**src/rtl/ctrl_pkg.sv**
```systemverilog
// ctrl_pkg: shared encodings for the RV32I decode stage.
//   ALU_*, EXT_*, NPC_*, WDSEL_*, DM_* control codes, SCAUSE_* trap causes,
//   major opcodes, the packed control bundle (bit 31 = reg_write ... bit 0 = rs1[0])
//   and the trap FSM state encoding.
// Optional feature macro: CTRL_RV32M_EN (M-extension codes ALU_MUL..ALU_REMU).
package ctrl_pkg;

    localparam logic [4:0] ALU_ADD  = 5'd0;
    localparam logic [4:0] ALU_SUB  = 5'd1;
    localparam logic [4:0] ALU_SLL  = 5'd2;
    localparam logic [4:0] ALU_SLT  = 5'd3;
    localparam logic [4:0] ALU_SLTU = 5'd4;
    localparam logic [4:0] ALU_XOR  = 5'd5;
    localparam logic [4:0] ALU_SRL  = 5'd6;
    localparam logic [4:0] ALU_SRA  = 5'd7;
    localparam logic [4:0] ALU_OR   = 5'd8;
    localparam logic [4:0] ALU_AND  = 5'd9;
    localparam logic [4:0] ALU_LUI  = 5'd10;
    localparam logic [4:0] ALU_MUL  = 5'b11000;
    localparam logic [4:0] ALU_REMU = 5'b11111;

    // Immediate formats are one-hot so execute can select with a simple AND-OR.
    localparam logic [5:0] EXT_NONE  = 6'b000000;
    localparam logic [5:0] EXT_I     = 6'b000001;
    localparam logic [5:0] EXT_S     = 6'b000010;
    localparam logic [5:0] EXT_B     = 6'b000100;
    localparam logic [5:0] EXT_U     = 6'b001000;
    localparam logic [5:0] EXT_J     = 6'b010000;
    localparam logic [5:0] EXT_SHAMT = 6'b100000;

    localparam logic [2:0] NPC_PLUS4  = 3'd0;
    localparam logic [2:0] NPC_BRANCH = 3'd1;
    localparam logic [2:0] NPC_JAL    = 3'd2;
    localparam logic [2:0] NPC_JALR   = 3'd3;
    localparam logic [2:0] NPC_MRET   = 3'd4;

    localparam logic [1:0] WDSEL_ALU = 2'd0;
    localparam logic [1:0] WDSEL_MEM = 2'd1;
    localparam logic [1:0] WDSEL_PC4 = 2'd2;

    // Memory access types follow load/store funct3; 3'd3 is unused by RV32I.
    localparam logic [2:0] DM_B    = 3'd0;
    localparam logic [2:0] DM_H    = 3'd1;
    localparam logic [2:0] DM_W    = 3'd2;
    localparam logic [2:0] DM_NONE = 3'd3;
    localparam logic [2:0] DM_BU   = 3'd4;
    localparam logic [2:0] DM_HU   = 3'd5;

    localparam logic [7:0] SCAUSE_NOP     = 8'h00;
    localparam logic [7:0] SCAUSE_ILLEGAL = 8'h02;
    localparam logic [7:0] SCAUSE_ECALL   = 8'h0B;

    localparam logic [6:0] OPC_OP     = 7'b0110011;
    localparam logic [6:0] OPC_OPIMM  = 7'b0010011;
    localparam logic [6:0] OPC_LOAD   = 7'b0000011;
    localparam logic [6:0] OPC_STORE  = 7'b0100011;
    localparam logic [6:0] OPC_BRANCH = 7'b1100011;
    localparam logic [6:0] OPC_JAL    = 7'b1101111;
    localparam logic [6:0] OPC_JALR   = 7'b1100111;
    localparam logic [6:0] OPC_LUI    = 7'b0110111;
    localparam logic [6:0] OPC_AUIPC  = 7'b0010111;
    localparam logic [6:0] OPC_SYSTEM = 7'b1110011;

    localparam logic [31:0] INSTR_ECALL = 32'h0000_0073;
    localparam logic [31:0] INSTR_MRET  = 32'h3020_0073;

    typedef struct packed {
        logic       reg_write;
        logic       mem_write;
        logic       alu_src;
        logic [5:0] ext_op;
        logic [4:0] alu_op;
        logic [2:0] npc_op;
        logic [1:0] wd_sel;
        logic [2:0] dm_type;
        logic [4:0] rd;
        logic [4:0] rs1;
    } ctrl_t;

    typedef enum logic {
        ST_RUN       = 1'b0,
        ST_TRAP_WAIT = 1'b1
    } state_t;

    // Bundle of an instruction with no side effects (also the bubble).
    function automatic ctrl_t ctrl_default();
        ctrl_t c;
        c         = '0;
        c.dm_type = DM_NONE;
        return c;
    endfunction

    // Register-register ALU op from funct3; alt selects SUB/SRA.
    function automatic logic [4:0] alu_rr(input logic [2:0] f3, input logic alt);
        case (f3)
            3'b000:  return alt ? ALU_SUB : ALU_ADD;
            3'b001:  return ALU_SLL;
            3'b010:  return ALU_SLT;
            3'b011:  return ALU_SLTU;
            3'b100:  return ALU_XOR;
            3'b101:  return alt ? ALU_SRA : ALU_SRL;
            3'b110:  return ALU_OR;
            default: return ALU_AND;
        endcase
    endfunction

endpackage

```
**src/rtl/ctrl_dec.sv**
```systemverilog
// ctrl_dec: purely combinational RV32I decoder.
//   instr      in  32  instruction word
//   ctrl       out 32  decoded control bundle (ctrl_t)
//   is_ecall   out 1   instruction is ecall
//   is_illegal out 1   encoding not supported
// CTRL_RV32M_EN defined: funct7=0000001 on OP is decoded as MUL..REMU; otherwise illegal.
import ctrl_pkg::*;

module ctrl_dec (
    input  logic [31:0] instr,
    output ctrl_t       ctrl,
    output logic        is_ecall,
    output logic        is_illegal
);

    logic [6:0] opcode;
    logic [6:0] funct7;
    logic [2:0] funct3;
    logic [4:0] rd;
    logic [4:0] rs1;

    assign opcode = instr[6:0];
    assign rd     = instr[11:7];
    assign funct3 = instr[14:12];
    assign rs1    = instr[19:15];
    assign funct7 = instr[31:25];

    always_comb begin
        ctrl       = ctrl_default();
        is_ecall   = 1'b0;
        is_illegal = 1'b0;
        // The all-zero word is a bubble and keeps the default bundle.
        if (instr != 32'h0) begin
            case (opcode)
                OPC_OP: begin
                    ctrl.reg_write = 1'b1;
                    ctrl.rd        = rd;
                    ctrl.rs1       = rs1;
                    if (funct7 == 7'b0000000)
                        ctrl.alu_op = alu_rr(funct3, 1'b0);
                    else if (funct7 == 7'b0100000 && (funct3 == 3'b000 || funct3 == 3'b101))
                        ctrl.alu_op = alu_rr(funct3, 1'b1);
`ifdef CTRL_RV32M_EN
                    else if (funct7 == 7'b0000001)
                        ctrl.alu_op = {2'b11, funct3};
`endif
                    else
                        is_illegal = 1'b1;
                end
                OPC_OPIMM: begin
                    ctrl.reg_write = 1'b1;
                    ctrl.alu_src   = 1'b1;
                    ctrl.ext_op    = EXT_I;
                    ctrl.rd        = rd;
                    ctrl.rs1       = rs1;
                    if (funct3 == 3'b001) begin
                        ctrl.ext_op = EXT_SHAMT;
                        ctrl.alu_op = ALU_SLL;
                        is_illegal  = (funct7 != 7'b0000000);
                    end else if (funct3 == 3'b101) begin
                        ctrl.ext_op = EXT_SHAMT;
                        ctrl.alu_op = funct7[5] ? ALU_SRA : ALU_SRL;
                        is_illegal  = (funct7 != 7'b0000000) && (funct7 != 7'b0100000);
                    end else begin
                        ctrl.alu_op = alu_rr(funct3, 1'b0);
                    end
                end
                OPC_LOAD: begin
                    ctrl.reg_write = 1'b1;
                    ctrl.alu_src   = 1'b1;
                    ctrl.ext_op    = EXT_I;
                    ctrl.wd_sel    = WDSEL_MEM;
                    ctrl.dm_type   = funct3;
                    ctrl.rd        = rd;
                    ctrl.rs1       = rs1;
                    is_illegal     = (funct3 == 3'b011) || (funct3[2:1] == 2'b11);
                end
                OPC_STORE: begin
                    ctrl.mem_write = 1'b1;
                    ctrl.alu_src   = 1'b1;
                    ctrl.ext_op    = EXT_S;
                    ctrl.dm_type   = funct3;
                    ctrl.rs1       = rs1;
                    is_illegal     = funct3[2] || (funct3 == 3'b011);
                end
                OPC_BRANCH: begin
                    ctrl.ext_op = EXT_B;
                    ctrl.npc_op = NPC_BRANCH;
                    ctrl.rs1    = rs1;
                    ctrl.alu_op = !funct3[2] ? ALU_SUB : (!funct3[1] ? ALU_SLT : ALU_SLTU);
                    is_illegal  = (funct3[2:1] == 2'b01);
                end
                OPC_JAL: begin
                    ctrl.reg_write = 1'b1;
                    ctrl.ext_op    = EXT_J;
                    ctrl.npc_op    = NPC_JAL;
                    ctrl.wd_sel    = WDSEL_PC4;
                    ctrl.rd        = rd;
                end
                OPC_JALR: begin
                    ctrl.reg_write = 1'b1;
                    ctrl.alu_src   = 1'b1;
                    ctrl.ext_op    = EXT_I;
                    ctrl.npc_op    = NPC_JALR;
                    ctrl.wd_sel    = WDSEL_PC4;
                    ctrl.rd        = rd;
                    ctrl.rs1       = rs1;
                    is_illegal     = (funct3 != 3'b000);
                end
                OPC_LUI, OPC_AUIPC: begin
                    ctrl.reg_write = 1'b1;
                    ctrl.alu_src   = 1'b1;
                    ctrl.ext_op    = EXT_U;
                    ctrl.alu_op    = (opcode == OPC_LUI) ? ALU_LUI : ALU_ADD;
                    ctrl.rd        = rd;
                end
                OPC_SYSTEM: begin
                    if (instr == INSTR_ECALL)
                        is_ecall = 1'b1;
                    else if (instr == INSTR_MRET)
                        ctrl.npc_op = NPC_MRET;
                    else
                        is_illegal = 1'b1;
                end
                default: is_illegal = 1'b1;
            endcase
        end
    end

endmodule

```
**src/rtl/ctrl_pipe.sv**
```systemverilog
// ctrl_pipe: registered RV32I decode stage with a DEPTH-entry output queue
// and a trap FSM that stalls intake on ecall / illegal encodings.
//   clk, rstn                      clock, asynchronous active-low reset
//   in_valid/in_ready/in_instr/in_pc   fetch side handshake
//   flush                          clears queue and pending trap
//   out_valid/out_ready/out_pc/out_ctrl  execute side handshake (queue head)
//   trap_valid/trap_cause/trap_pc/trap_ack  trap unit interface
// CTRL_RV32M_EN defined: M-extension encodings decoded (see ctrl_dec).
import ctrl_pkg::*;

module ctrl_pipe #(
    parameter int XLEN  = 32,
    parameter int DEPTH = 2
) (
    input  logic            clk,
    input  logic            rstn,
    input  logic            in_valid,
    output logic            in_ready,
    input  logic [31:0]     in_instr,
    input  logic [XLEN-1:0] in_pc,
    input  logic            flush,
    output logic            out_valid,
    input  logic            out_ready,
    output logic [XLEN-1:0] out_pc,
    output logic [31:0]     out_ctrl,
    output logic            trap_valid,
    output logic [7:0]      trap_cause,
    output logic [XLEN-1:0] trap_pc,
    input  logic            trap_ack
);

    localparam int CW = $clog2(DEPTH + 1);
    localparam int PW = (DEPTH > 1) ? $clog2(DEPTH) : 1;
    localparam logic [PW-1:0] LAST = PW'(DEPTH - 1);

    ctrl_t           dec_ctrl_p0;
    logic            dec_ecall_p0;
    logic            dec_illegal_p0;
    logic            accept;
    logic            trap_hit;
    logic            push;
    logic            pop;

    state_t          state;
    logic [CW-1:0]   count;
    logic [PW-1:0]   wr_ptr;
    logic [PW-1:0]   rd_ptr;
    ctrl_t           q_ctrl_p1 [DEPTH];
    logic [XLEN-1:0] q_pc_p1   [DEPTH];

    function automatic logic [PW-1:0] ptr_next(input logic [PW-1:0] p);
        return (p == LAST) ? '0 : p + PW'(1);
    endfunction

    // ---- stage 0: combinational decode of the fetched word ----
    ctrl_dec u_dec (
        .instr      (in_instr),
        .ctrl       (dec_ctrl_p0),
        .is_ecall   (dec_ecall_p0),
        .is_illegal (dec_illegal_p0)
    );

    assign in_ready = (state == ST_RUN) && (count < CW'(DEPTH));
    assign accept   = in_valid && in_ready && !flush;
    assign trap_hit = accept && (dec_ecall_p0 || dec_illegal_p0);
    assign push     = accept && !trap_hit;
    assign pop      = out_valid && out_ready;

    // ---- stage 1: output queue ----
    // Entry storage is not reset; the head is masked while the queue is empty,
    // so stale words never reach out_pc/out_ctrl.
    always_ff @(posedge clk) begin
        if (push) begin
            q_ctrl_p1[wr_ptr] <= dec_ctrl_p0;
            q_pc_p1[wr_ptr]   <= in_pc;
        end
    end

    assign out_valid = (count != '0);
    assign out_pc    = out_valid ? q_pc_p1[rd_ptr] : '0;
    assign out_ctrl  = out_valid ? q_ctrl_p1[rd_ptr] : '0;

    always_ff @(posedge clk or negedge rstn) begin
        if (!rstn) begin
            count  <= '0;
            wr_ptr <= '0;
            rd_ptr <= '0;
        end else if (flush) begin
            count  <= '0;
            wr_ptr <= '0;
            rd_ptr <= '0;
        end else begin
            if (push) wr_ptr <= ptr_next(wr_ptr);
            if (pop)  rd_ptr <= ptr_next(rd_ptr);
            if (push && !pop)      count <= count + CW'(1);
            else if (pop && !push) count <= count - CW'(1);
        end
    end

    // Trap FSM: a trapping instruction is held here, never enqueued.
    always_ff @(posedge clk or negedge rstn) begin
        if (!rstn) begin
            state      <= ST_RUN;
            trap_valid <= 1'b0;
            trap_cause <= SCAUSE_NOP;
            trap_pc    <= '0;
        end else if (flush) begin
            state      <= ST_RUN;
            trap_valid <= 1'b0;
            trap_cause <= SCAUSE_NOP;
        end else begin
            case (state)
                ST_RUN: begin
                    if (trap_hit) begin
                        state      <= ST_TRAP_WAIT;
                        trap_valid <= 1'b1;
                        trap_cause <= dec_ecall_p0 ? SCAUSE_ECALL : SCAUSE_ILLEGAL;
                        trap_pc    <= in_pc;
                    end
                end
                default: begin
                    if (trap_ack) begin
                        state      <= ST_RUN;
                        trap_valid <= 1'b0;
                        trap_cause <= SCAUSE_NOP;
                    end
                end
            endcase
        end
    end

endmodule

```
**config.mk**
```make
export PLATFORM = sky130hd
export DESIGN_NAME = ctrl_pipe
export DESIGN_NICKNAME = d
export VERILOG_FILES = /design/src/rtl/ctrl_pkg.sv /design/src/rtl/ctrl_dec.sv /design/src/rtl/ctrl_pipe.sv
export SDC_FILE = /design/constraint.sdc
export NUM_CORES = 1
export LEC_CHECK = 0
export ABC_AREA = 1
export BUFFER_PORTS_ARGS = -buffer_cell sky130_fd_sc_hd__clkbuf_2
export CAP_MARGIN = 20
export CORE_MARGIN = 5
export CORE_UTILIZATION = 25
export DETAILED_ROUTE_END_ITERATION = 6
export SLEW_MARGIN = 20
export SYNTH_ARGS = -nofsm -noshare
export SYNTH_HDL_FRONTEND = slang
export SYNTH_SLANG_ARGS = --single-unit
```
**constraint.sdc**
```tcl
create_clock -name clk -period 4.31 [get_ports clk]
set_clock_uncertainty 0.2 [all_clocks]
set_input_delay 0.862 -clock clk [delete_from_list [all_inputs] [get_ports clk]]
set_output_delay 0.862 -clock clk [all_outputs]
set_load 0.005 [all_outputs]
```
Word level (Yosys, flattened, before mapping)
Memory sizes are Yosys's and may differ from the RTL's.
Cells that the tools add are included.
{"block": "totals", "ff_bits": 46, "ram_bits": 128, "wordCells": 139, "mem_count": 2}
{"block": "op_classes", "add_sub_neg": 4, "magnitude_cmp": 1, "n_eq_ne": 23, "muxes": 62, "bitwise_logic": 2, "reduce_logical": 38}
{"memory": "q_ctrl_p1", "words": 2, "word_bits": 32, "rd": 1, "rd_clocked_by_memory_dff": 0, "wr": 1, "line_no": "ctrl_pipe.sv:48", "text": "ctrl_t q_ctrl_p1 [DEPTH];"}
{"memory": "q_pc_p1", "words": 2, "word_bits": 32, "rd": 1, "rd_clocked_by_memory_dff": 0, "wr": 1, "line_no": "ctrl_pipe.sv:49", "text": "logic [XLEN-1:0] q_pc_p1 [DEPTH];"}
{"cell": "32-bit 2-to-1 mux", "n": 3}
{"cell": "4-bit case mux with 7 select lines", "n": 2}
{"cell": "6-bit case mux with 6 select lines", "n": 1}
{"cell": "32-bit by 30-bit equality test with 1-bit output, second input constant", "n": 1}
{"cell": "32-bit by 7-bit equality test with 1-bit output, second input constant", "n": 1}
{"cell": "8-bit 2-to-1 mux", "n": 4}
{"cell": "32-bit nonzero test", "n": 1}
{"cell": "1-bit 2-to-1 mux", "n": 30}
{"cell": "5-bit 2-to-1 mux", "n": 6}
{"cell": "7-bit by 6-bit equality test with 1-bit output, second input constant", "n": 4}
{"cell": "7-bit equality test, second input constant", "n": 4}
{"cell": "4-bit case mux with 5 select lines", "n": 1}
{"cell": "5-bit case mux with 4 select lines", "n": 1}
{"cell": "7-bit by 5-bit equality test with 1-bit output, second input constant", "n": 2}
{"cell": "3-bit 2-to-1 mux", "n": 4}
{"cell": "3-bit case mux with 4 select lines", "n": 1}
{"cell": "6-bit OR reduction", "n": 2}
{"cell": "11-bit 2-to-1 mux", "n": 1}
{"cell": "1-bit logical AND", "n": 10}
{"cell": "3-bit equality test, second input constant", "n": 3}
{"cell": "3-bit nonzero test", "n": 3}
{"cell": "4-bit 2-to-1 mux", "n": 2}
{"cell": "1-bit case mux with 8 select lines", "n": 1}
{"cell": "2-bit OR reduction", "n": 4}
{"cell": "other kinds (25)", "n": 38}

Longest topological paths before layout
{"block": "depth", "word_depth": 16, "ltp_mapped": 17}

Cells and area by module
From an unflattened synthesis, not the netlist that was laid out.
{"block": "unflattened", "cells_unflattened": 726, "area_unflattened_um2": 7372.1}
{"module": "ctrl_pipe", "n_inst": 1, "cells_each": 537, "area_each_um2": 6471.2}
{"module": "ctrl_dec", "n_inst": 1, "cells_each": 189, "area_each_um2": 900.9}

Worst setup path before layout
No wires, ideal clock.
{"block": "synth_path", "kind": "input port to flip-flop", "start": "input in_instr[6]", "end": "memory q_ctrl_p1[0][0] in the netlist's numbering (enable)", "arrival_ns": 4.580, "required_ns": 3.626, "slack_ns": -0.954, "cell_stages": 13, "n_path_buf": 1, "path_cell_list": "buf_4 > nand2_2 > nor2_2 > nand2_1 > nand2_2 > nor2_1 > nand3_1 > nand2_1 > nor2_2 > nand2_2 > nand2_1 > nand2_2 > nor2_1"}
{"block": "synth_via", "elab_chain_cells": 11}
{"item": "start, declared", "line_no": "ctrl_pipe.sv:19", "text": "input logic [31:0] in_instr,"}
{"item": "32-bit by 30-bit equality test with 1-bit output", "line_no": "ctrl_dec.sv:120", "text": "else if (instr == INSTR_MRET)"}
{"item": "1-bit 2-to-1 mux", "line_no": "ctrl_dec.sv:120"}
{"item": "1-bit 2-to-1 mux", "line_no": "ctrl_dec.sv:118", "text": "if (instr == INSTR_ECALL)"}
{"item": "1-bit case mux with 8 select lines", "line_no": "ctrl_dec.sv:34", "text": "case (opcode)"}
{"item": "1-bit 2-to-1 mux", "line_no": "ctrl_dec.sv:33", "text": "if (instr != 32'h0) begin"}
{"item": "1-bit logical OR (*)", "line_no": "ctrl_pipe.sv:65", "text": "assign trap_hit = accept && (dec_ecall_p0 || dec_illegal_p0);"}
{"item": "1-bit logical AND (*)", "line_no": "ctrl_pipe.sv:65"}
{"item": "1-bit zero test (*)", "line_no": "ctrl_pipe.sv:66", "text": "assign push = accept && !trap_hit;"}
{"item": "1-bit logical AND (*)", "line_no": "ctrl_pipe.sv:66"}
{"item": "1-bit 2-to-1 mux (*)", "line_no": "ctrl_pipe.sv:73", "text": "if (push) begin"}
{"item": "1-bit 2-to-1 mux (implied by the code) (*)", "line_no": "ctrl_pipe.sv:74", "text": "q_ctrl_p1[wr_ptr] <= dec_ctrl_p0;"}
{"item": "end, declared", "line_no": "ctrl_pipe.sv:48"}
Every way passes the cells marked *; elsewhere a longest branch is shown, timed or not.

Final worst setup path
{"block": "layout_path", "start": "register rd_ptr", "end": "output out_ctrl[29]"}
{"block": "layout_via", "elab_chain_cells": 2}
{"item": "start, declared", "line_no": "ctrl_pipe.sv:47", "text": "logic [PW-1:0] rd_ptr;"}
{"item": "start signal, assigned", "line_no": "ctrl_pipe.sv:94", "text": "if (pop) rd_ptr <= ptr_next(rd_ptr);"}
{"item": "memory 2 x 32 bit"}
{"item": "32-bit 2-to-1 mux", "line_no": "ctrl_pipe.sv:81", "text": "assign out_ctrl = out_valid ? q_ctrl_p1[rd_ptr] : '0;"}
{"item": "end, declared", "line_no": "ctrl_pipe.sv:25", "text": "output logic [31:0] out_ctrl,"}
Every way passes these cells.

==> out/qor.yml <==
clock_tree:
  cts_root_buffer: "clkbuf_16"
  cts-hold-fix-buffers: 0
  cts_buffers: 17
  htreeDepth: 4
  clock_path_buffers: 2
  cts_resized: 0
  postCtsSetupRepairBufs: 0
  cts.sinks: 165
  cts_tree: "built"
  clk_pin_slew_worst_paths_ps: 60
  clock_latency_ps: 420
sta:
  max_freq_mhz: 311
  tightest_slew_ps: 763
  worst_hold_slack_ps: 227
  maxSlewViolCount: 0
  min_period_ps: 3220
  fin_crit_sh: 0.747
  rsz0062_at_grt: "no"
  fin_setup_tns_ps: 0
  setup_slack_ps: 1090
  hold_violations: 0
  max_slew_margin: 0.490
  setup_viol: 0
worst_setup_path:
  worstPathRequired_ps: 3250
  crit_fanout: 33
  end_kind: "output pin"
  slowest_delay_ps: 480
  critPathSlowestCell: "inv_2"
  crit_cells: 5
  reg2reg_depth: 5
  path_cells: "inv_2 -> buf_12 -> nand2_1 -> a21oi_1 -> clkbuf_2"
  crit_type: "reg2out"
  path_buf_inv: 3
  crit_family: "buffers and inverters"
  crit_path_start_kind: "flop"
  arrival_ps: 2160
placement:
  place_hpwl_um: 13000
  io_buffers: 170
  place_ws_ps: 914
  gp_congestion: 0.838
  dp.cells: 1177
routing:
  drt_pass1_iterations: 7
  ant_nets: 0
  vias: 5163
  post-route-drc-count: 7
  drt-wirelength-per-cell_um: 15.3
  drt-total-wl_um: 18500
  via_per_inst: 4.27
  drt_iter0_drc: 348
power:
  powerDensity_nw_per_um2: 467
  cellLeakagePower_nw: 3.90
  peakVddDrop_uv: 287
yosys:
  synth_top_area_frac: 0.526
  synth.avg_cell_area_sq_um: 11.2
  syn-instance-count: 644
  yosys_warnings: 0
  ys_seq_elements: 165
  ys_seq_area_frac: 0.661
  synth.area.top_cells: "edfxtp_1 53%, dfrtp_1 14%, nand2_1 9.8%, mux2_4 5.6%, a21oi_1 4.8%"
  synthesis.area_sq_um: 7200
  synth_top_cell_by_area: "edfxtp_1"
  synth_cell_types: 35
flow_run:
  cap_violations: 0
grt:
  grt_pass1_vias: 5092
  antenna_found_initial: 0
  grt_max_degree: 64
  grtUsageTotal: 0.113
  grt_pass1_wl_um: 28900
  grt-ovfl-total: 0
final_layout:
  stdcell_count: 1209
  final_cell_mix: "187 x nand2_1, 169 x clkbuf_2, 126 x edfxtp_1, 69 x a21oi_1, 50 x nor2_1"
  multiInputGateArea_sq_um: 2140
  fin_nets: 882
  antenna_cells: 0
  layout-drive-gt1-share: 0.316
  areaGrowthSynthToFinish_pct: 26.4
  seq_area_sq_um: 4760
  final_util: 0.319
  nFillCells: 2926
  final_common_cell: "nand2_1"
floorplanning:
  start_util: 0.252
  core_area_sq_um: 28500
  std_cell_rows: 62
  dieArea_sq_um: 32300
  die_w_um: 180
  ios: 177
  fp.dieH_um: 180
run_status:
  run_status: "finished, violations left"
  violations: "design-rule violations"
min_path:
  hp-class: "in2async"
## cell type report
| class | instances | area share |
|---|---|---|
| clock inverter | 10 | 0.0161 |
| clock buffer | 22 | 0.0534 |
| multi-input combinational | 410 | 0.235 |
| tap | 384 | 0.0528 |
| inverter | 41 | 0.0169 |
| sequential | 165 | 0.523 |
| timing repair buffer | 177 | 0.102 |
## logic make-up (layout without fill, tap and decap cells)
| group | Yosys count | count (layout) | synth area share |
|---|---|---|---|
| and+or+nand+nor | 289 | 289 | 0.166 |
| DFF | 165 | 165 | 0.661 |
| AOI/OAI and AO/OA | 83 | 83 | 0.0610 |
| buffers and inverters | 74 | 250 | 0.0475 |
| muxes | 32 | 32 | 0.0641 |
| other | 1 | 6 | 0.000521 |
## flip-flops by register name (all words and copies together), names as in the netlist
name	cells
q_pc_p1	64
q_ctrl_p1	62
trap_pc	32
count	2
trap_cause	2
rd_ptr	1
state	1
wr_ptr	1
## power breakdown
group | switching, mW | internal, mW
Clock | 0.611 | 0.983
Combinational | 0.412 | 0.361
Sequential | 0.0647 | 1.82
## layer usage
layer,track usage,share of wire,up-vias
li1,-,-,2514
met1,0.138,0.43,2501
met2,0.193,0.51,128
met3,0.0283,0.041,20
met4,0.0439,0.023,0
met5,0,0,-
## synthesized netlist by cell type
cell / instances
a21oi_1: 69
a311oi_1: 1
buf_1: 2
buf_4: 10
buf_6: 2
buf_8: 1
clkbuf_1: 18
clkinv_1: 1
conb_1: 1
dfrtp_1: 39
edfxtp_1: 126
inv_1: 36
inv_2: 4
mux2_2: 5
mux2_4: 27
nand2_1: 187
nand2_2: 7
nand3_1: 24
nand3_4: 1
nand3b_1: 1
nand4_1: 5
nor2_1: 53
nor2_2: 4
nor2_4: 1
nor3_1: 4
nor4_1: 1
nor4b_1: 1
o2111ai_1: 1
o211ai_1: 1
o21a_1: 1
o21ai_0: 5
o21ai_1: 1
o22ai_1: 1
o311ai_0: 2
o31ai_1: 1
## per-stage QoR
step	power (mW)	cell area (sq um)
2_1_floorplan	2.30	7220
3_3_place_gp	2.70	8460
3_5_place_dp	2.71	8460
4_1_cts	4.32	9090
5_1_grt	4.46	9100
6_report	4.25	9100
## worst paths after layout
path                                     end  slack, ps       start
worst max-delay path            out_ctrl[29]       1090      rd_ptr
worst min-delay path             trap_pc[12]        230        rstn
worst max register to register   trap_pc[25]       1730    count[1]
worst min register to register    trap_pc[7]        310  trap_pc[7]
max in group asynchronous             rd_ptr       3290        rstn
min in group clk                  trap_pc[7]        310  trap_pc[7]
## worst register-to-register path, cell delays in order (launching register included)
cell and delay, ps:
dfrtp_1 450, nor2_1 190, nand2_1 90, nor2_1 360, nand3_4 580, mux2_4 580
No activity file was read; power rests on OpenSTA's default activity.
